[src/rtl/serial_pkg.sv]
// Shared definitions for the single-wire serial link (encoder and decoder).
package serial_pkg;

  typedef enum logic [2:0] {
    IDLE,
    START,
    DATA,
    PARITY,
    STOP
  } serial_state_t;

  localparam logic SERIAL_IDLE_LEVEL  = 1'b0;
  localparam logic SERIAL_START_LEVEL = 1'b1;
  localparam logic SERIAL_STOP_LEVEL  = 1'b0;

endpackage

[src/rtl/serial_bit_timer.sv]
// Bit timer: strobes bitEnd on the last cycle of each BIT_CYCLES-long bit.
module serial_bit_timer #(
  parameter int unsigned BIT_CYCLES = 1
) (
  input  logic clock,
  input  logic resetN,
  input  logic restart,
  output logic bitEnd
);

  localparam int unsigned CntW = $clog2(BIT_CYCLES + 1);
  localparam logic [CntW-1:0] LastCnt = CntW'(BIT_CYCLES - 1);

  logic [CntW-1:0] cnt_q, cnt_d;

  always_comb begin
    bitEnd = (cnt_q == LastCnt);
    cnt_d  = (restart || bitEnd) ? '0 : cnt_q + 1'b1;
  end

  always_ff @(posedge clock or negedge resetN) begin
    if (!resetN) begin
      cnt_q <= '0;
    end else begin
      cnt_q <= cnt_d;
    end
  end

endmodule

[src/rtl/serial_encoder.sv]
// Parallel-to-serial frame encoder: start, data MSB-first, optional parity, stop.
// Define SERIAL_ENCODER_PARITY_EN to insert an even-parity bit after the data.
module serial_encoder
  import serial_pkg::*;
#(
  parameter int unsigned DATA_WIDTH = 8,
  parameter int unsigned BIT_CYCLES = 1
) (
  input  logic                  clock,
  input  logic                  resetN,
  input  logic [DATA_WIDTH-1:0] parallelIn,
  input  logic                  loadValid,
  output logic                  loadReady,
  output logic                  serialOut,
  output logic                  busy,
  output logic                  done
);

  localparam int unsigned IdxW = (DATA_WIDTH > 1) ? $clog2(DATA_WIDTH) : 1;
  localparam logic [IdxW-1:0] LastIdx = IdxW'(DATA_WIDTH - 1);

  serial_state_t         state_q, state_d;
  logic [DATA_WIDTH-1:0] shift_q, shift_d;
  logic [IdxW-1:0]       idx_q, idx_d;
  logic                  serial_q, serial_d;
  logic                  done_q, done_d;
`ifdef SERIAL_ENCODER_PARITY_EN
  logic                  parity_q, parity_d;
`endif
  logic                  bit_end;
  logic                  load;

  // Timer is held at zero while idle so every frame starts on a fresh bit.
  serial_bit_timer #(
    .BIT_CYCLES(BIT_CYCLES)
  ) u_bit_timer (
    .clock  (clock),
    .resetN (resetN),
    .restart(state_q == IDLE),
    .bitEnd (bit_end)
  );

  always_ff @(posedge clock or negedge resetN) begin
    if (!resetN) begin
      state_q  <= IDLE;
      shift_q  <= '0;
      idx_q    <= '0;
      serial_q <= SERIAL_IDLE_LEVEL;
      done_q   <= 1'b0;
`ifdef SERIAL_ENCODER_PARITY_EN
      parity_q <= 1'b0;
`endif
    end else begin
      state_q  <= state_d;
      shift_q  <= shift_d;
      idx_q    <= idx_d;
      serial_q <= serial_d;
      done_q   <= done_d;
`ifdef SERIAL_ENCODER_PARITY_EN
      parity_q <= parity_d;
`endif
    end
  end

  always_comb begin
    load    = (state_q == IDLE) && loadValid;
    state_d = state_q;
    shift_d = shift_q;
    idx_d   = idx_q;
`ifdef SERIAL_ENCODER_PARITY_EN
    parity_d = load ? ^parallelIn : parity_q;
`endif
    unique case (state_q)
      IDLE:   if (loadValid) state_d = START;
      START:  if (bit_end) state_d = DATA;
      DATA: begin
        if (bit_end && (idx_q == '0)) begin
`ifdef SERIAL_ENCODER_PARITY_EN
          state_d = PARITY;
`else
          state_d = STOP;
`endif
        end
      end
      PARITY: if (bit_end) state_d = STOP;
      STOP:   if (bit_end) state_d = IDLE;
      default: state_d = IDLE;
    endcase

    if (load) begin
      shift_d = parallelIn;
      idx_d   = LastIdx;
    end else if ((state_q == DATA) && bit_end) begin
      shift_d = shift_q << 1;
      idx_d   = idx_q - 1'b1;
    end
  end

  // The line register follows the state being entered, so the start bit
  // appears on the handshake edge itself.
  always_comb begin
    unique case (state_d)
      IDLE:   serial_d = SERIAL_IDLE_LEVEL;
      START:  serial_d = SERIAL_START_LEVEL;
      DATA:   serial_d = shift_d[DATA_WIDTH-1];
`ifdef SERIAL_ENCODER_PARITY_EN
      PARITY: serial_d = parity_d;
`else
      PARITY: serial_d = SERIAL_IDLE_LEVEL;
`endif
      STOP:   serial_d = SERIAL_STOP_LEVEL;
      default: serial_d = SERIAL_IDLE_LEVEL;
    endcase
    done_d    = (state_q == STOP) && bit_end;
    loadReady = (state_q == IDLE);
    busy      = (state_q != IDLE);
    serialOut = serial_q;
    done      = done_q;
  end

endmodule

[config.mk]
export PLATFORM = sky130hd
export DESIGN_NAME = serial_encoder
export DESIGN_NICKNAME = d
export VERILOG_FILES = /design/src/rtl/serial_pkg.sv /design/src/rtl/serial_bit_timer.sv /design/src/rtl/serial_encoder.sv
export SDC_FILE = /design/constraint.sdc
export NUM_CORES = 1
export LEC_CHECK = 0
export ABC_AREA = 1
export CORE_MARGIN = 2
export CORE_UTILIZATION = 49
export DETAILED_ROUTE_END_ITERATION = 8
export PLACE_DENSITY = 0.76
export SETUP_SLACK_MARGIN = 0.5
export SYNTH_ARGS = -nofsm -noshare
export SYNTH_HDL_FRONTEND = slang
export SYNTH_HIERARCHICAL = 1
export SYNTH_SLANG_ARGS = --single-unit
[constraint.sdc]
create_clock -name clock -period 1.43 [get_ports clock]
set_input_delay 0.286 -clock clock [delete_from_list [all_inputs] [get_ports clock]]
set_output_delay 0.286 -clock clock [all_outputs]
set_load 0.01 [all_outputs]
# Word level (Yosys, flattened, before mapping)

Index checks and enable logic that the tools add are counted.
Widths: inputs -> output; s select.

Input bits: 11
Bits in registers: 17
Output and inout bits: 4
Logic and storage cells: 37

Equal/unequal tests: 6
Add/subtract/negate cells: 2
Muxes and demuxes: 12
Bitwise logic cells: 1
Reduce and logical (&&, ||, !) cells: 9

Operator list:

| kind                | count |
|---|---|
| $mux 3              | 7 |
| $mux 8              | 2 |
| $pmux 3 s5          | 1 |
| $eq 3x2->1 const B  | 3 |
| $eq 3x1->1 const B  | 2 |
| $logic_not 3->1     | 2 |
| $logic_and 1x1->1   | 4 |
| $eq 3x3->1 const B  | 1 |
| $reduce_bool 3->1   | 1 |
| $sub 3x1->3 const B | 1 |
| $pmux 1 s2          | 1 |
| $reduce_bool 2->1   | 1 |
| $add 1x1->1 const B | 1 |
| $logic_or 1x1->1    | 1 |
| $mux 1              | 1 |
| $not 1->1           | 1 |

# Longest topological paths before layout

Depth after elaboration: 6
Depth in mapped cells: 7

# Cells and area by module

The synthesis kept the hierarchy.

Modules (own cells, without submodules):

| module           | times used | area each (um^2) | cells an instance |
|---|---|---|---|
| serial_encoder   | 1          | 772.0            | 92 |
| serial_bit_timer | 1          | 32.5             | 3 |

# Worst setup path before layout

OpenSTA, ideal clock, no wires.

Path type: flip-flop to flip-flop
From: reg state_q[0]
To: reg shift_q[7]
Arrival: 1048 ps
Library setup time: 119 ps
Slack: 263 ps
Path buffers: 0
Stages on the path, launching flop included: 5
Cell sequence: dfrtp_1 nor2_1 nand3_2 or2_1 and2_1

Word-level cells in the longest chain between the ends: 4
Elaborated cells on any way between the ends: 6
Classes of those cells: 1 x eq/ne; 2 x mux; 3 x reduce/logical

RTL lines:

| what                   | RTL line             | text |
|---|---|---|
| start, declared        | serial_encoder.sv:22 | `serial_state_t state_q, state_d;` |
| start signal, assigned | serial_encoder.sv:54 | `state_q <= state_d;` |
| $eq 3x2->1             | serial_encoder.sv:93 | `end else if ((state_q == DATA) && bit_end) begin` |
| $logic_and 1x1->1      | serial_encoder.sv:93 |  |
| $mux 8                 | serial_encoder.sv:93 |  |
| $mux 8 (*)             | serial_encoder.sv:90 | `if (load) begin` |
| via shift_d[7]         | serial_encoder.sv:23 | `logic [DATA_WIDTH-1:0] shift_q, shift_d;` |
| end signal, assigned   | serial_encoder.sv:55 | `shift_q <= shift_d;` |
| end, declared          | serial_encoder.sv:23 |  |

Mark *: on every way through the listed nets, which the timed path passes. The rest lies on a longest branch. The select of a mux whose other input is x is not followed.
A chain may end at the register's enable or synchronous reset.

# Worst setup path in the final report

From: reg state_q[1]
To: out loadReady

Word-level cells in the longest chain between the ends: 1

RTL lines:

| what            | RTL line              | text |
|---|---|---|
| $logic_not 3->1 | serial_encoder.sv:115 | `loadReady = (state_q == IDLE);` |
| end, declared   | serial_encoder.sv:13  | `output logic loadReady,` |

Every way passes these cells.

==> flow_metrics.env <==
export IMPL_ys_ff_latch=17
export IMPL_die_h_um=44.5
export IMPL_crit_arrival_ns=1.06
export IMPL_drive_gt1_share_pct=37.0
export IMPL_synth_area_um2=805
export IMPL_yosysWarnings=6
export IMPL_via_per_inst=5.09
export IMPL_wirelength_mm=1.80
export IMPL_crit_type="reg2out"
export IMPL_setup_viol=0
export IMPL_start_util_pct=52.8
export IMPL_setup_tns_ns=0
export IMPL_rsz0062_at_grt="yes"
export IMPL_clk_pin_slew_ns=0.10
export IMPL_period_share_pct=94.1
export IMPL_grt_pass1_vias=673
export IMPL_fin_crit_ns=1.35
export IMPL_ys_types=20
export IMPL_cp_slowest_cell="dfrtp_1"
export IMPL_core_area_um2=1520
export IMPL_htreeDepth=1
export IMPL_max_cap_viol_count=0
export IMPL_worstPathCellList="nor2_2 > nand2_1 > inv_1 > buf_2"
export IMPL_drt_pass1_iter_count=4
export IMPL_switchingPower_mw=0.927
export IMPL_wl_per_cell_um=12.6
export IMPL_port_buffers=14
export IMPL_postPlaceCellArea_um2=1030
export IMPL_drtIter0Drc=12
export IMPL_path_buf_inv=2
export IMPL_cp_max_fo=2
export IMPL_syn_area_per_cell_um2=8.47
export IMPL_cp_required_ns=1.14
export IMPL_power_share_combinational_pct=55.3
export IMPL_vias=728
export IMPL_rows=14
export IMPL_hold_viol=0
export IMPL_cp_end_kind="primary output"
export IMPL_antenna_left=0
export IMPL_internal_power_mw=1.38
export IMPL_sw_frac_of_total_pct=40.1
export IMPL_antenna_found_initial=0
export IMPL_pwr_density_cell_nw_per_um2=1910
export IMPL_syn_to_final_growth_pct=50.4
export IMPL_syn_num_nets=108
export IMPL_hp_class="in2async"
export IMPL_cts_root_buffer="clkbuf_4"
export IMPL_final_setup_skew_ns=0.00139
export IMPL_sequentialPowerShare_pct=33.8
export IMPL_ys_seq_area_share_pct=52.9
export IMPL_p_clk_share_pct=10.9
export IMPL_final_max_slew_violation_count=0
export IMPL_synth_cells=95
export IMPL_vdd_drop_max_mv=1.02
export IMPL_overflow=0
export IMPL_nets=141
export IMPL_cpLargestDelayFamily="flip-flops"
export IMPL_place_gp_congestion=0.816
export IMPL_die_area_um2=1980
export IMPL_dp_hpwl_mm=1.17
export IMPL_crit_path_max_incr_delay_ns=0.41
export IMPL_grt_pass1_wl_mm=3.00
export IMPL_status="completed"
export IMPL_grt_max_degree=18
export IMPL_fillers=100
export IMPL_whs_ns=0.317
export IMPL_drc_errors=0
export IMPL_n_antenna_cell=0
export IMPL_postLayoutCellArea_um2=1210
export IMPL_ios=15
export IMPL_leakage_nw=0.590
export IMPL_cts_buffer_depth=2
export IMPL_fmax_mhz=743
export IMPL_die_w_um=44.5
export IMPL_cts_tree="yes"
export IMPL_gr_usage_all_layers_pct=21.1
export IMPL_clock_sinks=17
export IMPL_cts_hold_buf=0
export IMPL_clk_insertion_delay_late_ns=0.28
export IMPL_cts_buffers=3
export IMPL_startpoint_type="register"
-- per-layer routing --
metal	vias up	wire length (um)	global-route usage (%)
li1	372	-	-
met1	339	749	28.2
met2	15	958	34.5
met3	2	77	3.67
met4	0	17	7.27
met5	-	0	0
-- synthesized netlist by cell type --
cell	n	area, um^2
a21oi_1	1	5.00
o31ai_1	1	7.51
conb_1	1	3.75
nand2_1	30	113
dfrtp_1	17	425
ha_1	2	25.0
or2_1	1	6.26
nor2b_1	1	6.26
o211ai_1	2	15.0
nor2_1	3	11.3
nand3_1	13	65.1
o21ai_0	3	15.0
o221ai_1	1	8.76
and2_1	1	6.26
inv_1	11	41.3
nor3_1	1	5.00
inv_2	2	7.51
nand3_2	2	20.0
nand4_1	1	6.26
nor2_4	1	11.3
-- metrics by stage --
step | instances | utilization (%) | power (mW) | setup slack (ns)
global placement | 129 | 67.4 | 1.67 | -0.0164
floorplan | 95 | - | 1.38 | 0.304
finish | 143 | 79.4 | 2.31 | 0.0840
detailed placement | 129 | 67.4 | 1.71 | -0.0393
CTS | 140 | 75.4 | 2.19 | 0.111
global route | 143 | 79.4 | 2.47 | 0.0203
-- state kept, by name, indices dropped and copies added, names as in the netlist --
name	flops
done	1
shift_q	8
state_q	3
idx_q	3
u_bit_timer/cnt_q	1
serialOut	1
-- placed cells by master, fill, tap and decap left out, types with 2 or more instances in the layout --
master and n:
nand2_1 24, dfrtp_1 17, nand3_1 10, clkdlybuf4s50_1 10, buf_4 9, inv_1 6, nand2_2 5, buf_6 5
inv_2 4, buf_2 4, nand3_2 3, o21ai_0 3, clkbuf_4 3, nor2_4 2, nand3_4 2, inv_4 2
o211ai_1 2
-- worst register-to-register path: stages, from the launching register on --
cell,delay [ns]
dfrtp_1,0.41
nor2_2,0.14
buf_4,0.12
buf_6,0.09
nand3_4,0.10
or2_1,0.24
and2_1,0.14
-- area by class of cell --
cell class                 count  area (um^2)  area share (%)
clock buffer                   4         26.3            2.17
tap                           16         20.0            1.65
inverter                      13         57.6            4.76
timing repair buffer          28          244            20.2
sequential                    17          425            35.2
multi-input combinational     65          437            36.1
-- cell families (layout without fill, tap and decap cells) --
kind of cell	count (synthesis)	in the layout	share of synthesized area [%]
other	1	1	0.466
AO/OA/AOI/OAI	8	8	6.38
buffers and inverters	13	45	6.07
adder cells (fa/ha/maj)	2	2	3.11
AND/OR/NAND/NOR	54	54	31.1
flip-flops	17	17	52.9
-- power by group through the flow --
stage | sequential, mW | clock [mW] | combinational, mW
final | 0.779 | 0.252 | 1.28
after global placement | 0.769 | 0 | 0.900
after global routing | 0.795 | 0.279 | 1.40
after CTS | 0.776 | 0.258 | 1.16
after floorplan | 0.775 | 0 | 0.604
after detailed placement | 0.780 | 0 | 0.933
-- what timing repair did --
item	in CTS	in global routing
buffers inserted	7	3
resized for setup	33	9
pin swaps	11	6
cloned	0	0
endpoints found under the setup margin	19	20
-- worst paths after layout --
kind                            slack, ns       start    endpoint  cells past startpoint
worst max-delay path                 0.08  state_q[1]   loadReady                      4
worst min-delay path                 0.32      resetN  shift_q[0]                      2
worst max register to register       0.09  state_q[1]  shift_q[7]                      6
worst min register to register       0.50  shift_q[5]  shift_q[5]                      2
max in group asynchronous            0.93      resetN  shift_q[7]                      2
min in group clock                   0.50  shift_q[5]  shift_q[5]                      2
(Power assumes the default switching activity.)
==> edit: new RTL, same settings <==
Encoding of `serial_state_t`: now one-hot (5 bits for 5 states).
--- a/src/rtl/serial_pkg.sv
+++ b/src/rtl/serial_pkg.sv
@@ -3,8 +3,8 @@
 
-  typedef enum logic [2:0] {
-    IDLE,
-    START,
-    DATA,
-    PARITY,
-    STOP
+  typedef enum logic [4:0] {
+    IDLE   = 5'b00001,
+    START  = 5'b00010,
+    DATA   = 5'b00100,
+    PARITY = 5'b01000,
+    STOP   = 5'b10000
   } serial_state_t;
Behaviour: same outputs for any inputs over 10 cycles, from zero or initial values and one cycle with resetN low; not proved beyond that.
==> edit against the original RTL <==
- the flow now finishes with violations (setup timing)
- cell area is 27% higher
- synthesized area is 18% higher
- total power is 20% higher
- sequential cell count is 2 higher
- wire length is 71% higher
- critical path depth is 4 higher
- count of clock-buffer cells in the layout stayed put
- setup slack worse by 0.26 ns
- critical path type is now flip-flop to flip-flop
- critical endpoint is now shift_q[6]
==> edit: results (changes against the original RTL) <==
[logic_synthesis]
synth_area_leaders=dfrtp_1 48%, nand2_1 8.3%, inv_1 5.6%  ; was dfrtp_1 53%, nand2_1 14%, nand3_1 8.1%
yosys.area_share.adder_pct=2.65  ; was 3.11%
yosys-top-cells-count=21 x nand2_1, 18 x dfrtp_1, 14 x inv_1, 9 x nand3_1, 7 x nor2_1  ; was 30 x nand2_1, 17 x dfrtp_1, 13 x nand3_1, 11 x inv_1
synthDistinctLibCells=23  ; was 20
synth_compound_area_share_pct=7.41  ; was 6.38%
synth_fp_nets=118  ; was 108
synth_seq_area_share_pct=50.4  ; was 52.9%

[setup_path]
cpPeakStageDelay_ns=0.57  ; was 0.41 ns
cp_max_fo=4  ; was 2
worstPathArrival_ns=1.80  ; was 1.06 ns
cpMaxStageDelayCell=dfstp_2  ; was dfrtp_1

[hold_path]
hold_class=input pin to async pin  ; unchanged

[final_layout]
reg_top3=shift_q (8), state_q (5), idx_q (3)  ; was shift_q (8), idx_q (3), state_q (3)
fillers=92  ; was 100
nets=167  ; was 141
drive_above_1_share_pct=51.0  ; was 37.0%

[clock_network]
post_cts_buffers=13  ; was 7
cts_resized=36  ; was 33
cts_root_buffer=clkbuf_4  ; unchanged
clkLatencyLatePin_ns=0.30  ; was 0.28 ns

[drt]
first_iter_violations=19  ; was 12
via_count=1000  ; was 728
wl_mm=3.08  ; was 1.80 mm
first_pass_iters=4  ; unchanged

[power]
p_leak_uw=0.000727  ; was 0.000590 uW
vdd_drop_max_v=0.00114  ; was 0.00102 V

[timing]
setup_ws_ns=-0.171  ; was 0.0840 ns
setup_viol=18  ; was 0
final.setup_skew_ns=0.00585  ; was 0.00139 ns

[global_routing]
grt_pass1_vias=928  ; was 673
grt_max_degree=20  ; was 18
gr-usage-all-layers_pct=26.7  ; was 21.1%
grt_pass1_wl_mm=4.11  ; was 3.00 mm

[status]
status=finished with violations  ; was finished clean
violations=setup timing

[place]
place_area_sq_mm=0.00122  ; was 0.00103 sq mm
dp_slack_ns=-0.252  ; was -0.0393 ns
routabilityCongestion=0.806  ; was 0.816
hpwl_mm=1.44  ; was 1.17 mm

edit: cell types whose count changed after synthesis, moves of 3 or more:
cell and delta:
nor2_1 +4, o22ai_1 +3, nand2_1 -9, nand3_1 -4, inv_1 +3, inv_2 +3
nand4_1 +5
edit: path summary, 6_finish.rpt:
kind / startpoint / endpoint / slack, ns / cells past startpoint
setup / recovery: state_q[0] / shift_q[6] / -0.17 / 8
hold / removal: resetN / idx_q[2] / 0.30 / 2
setup reg to reg: state_q[0] / shift_q[6] / -0.17 / 8
hold reg to reg: idx_q[2] / idx_q[2] / 0.52 / 2
max in group asynchronous: resetN / state_q[0] / 0.86 / 2
min in group clock: idx_q[2] / idx_q[2] / 0.52 / 2
edit: final cells by class:
class	count	area [sq um]	area share, %
multi-input cells	67	519	33.9
repair buffers	44	389	25.4
well taps	25	31.3	2.04
clock buffers	4	26.3	1.72
flip-flops and latches	19	478	31.2
inverters	19	87.6	5.72
edit: metal layers:
layer	global-route usage [%]	part of all wire [%]	vias to the layer above
li1	-	-	451
met1	30.1	38	500
met2	51.5	55	40
met3	2.64	4.2	9
met4	8.65	2.7	0
met5	0	0	-
edit: cells by family after synthesis:
kind of cell	count (synthesis)
adders and majority gates	2
buffers and inverters	19
other	1
DFF	19
AOI/OAI and AO/OA	10
and+or+nand+nor	54
edit: where the power goes:
part / switching [uW] / internal (uW)
Sequential: 122 / 726
Clock: 165 / 109
Combinational: 808 / 836
edit: stage by stage:
step | std cells | util (%) | TNS [ns]
4_1_cts | 173 | 80.5 | -1.20
3_5_place_dp | 156 | 69.4 | -0.436
5_1_grt | 178 | 86.8 | -2.62
6_report | 178 | 86.8 | -1.96
3_3_place_gp | 156 | 69.4 | -0.354
2_1_floorplan | 105 | - | 0
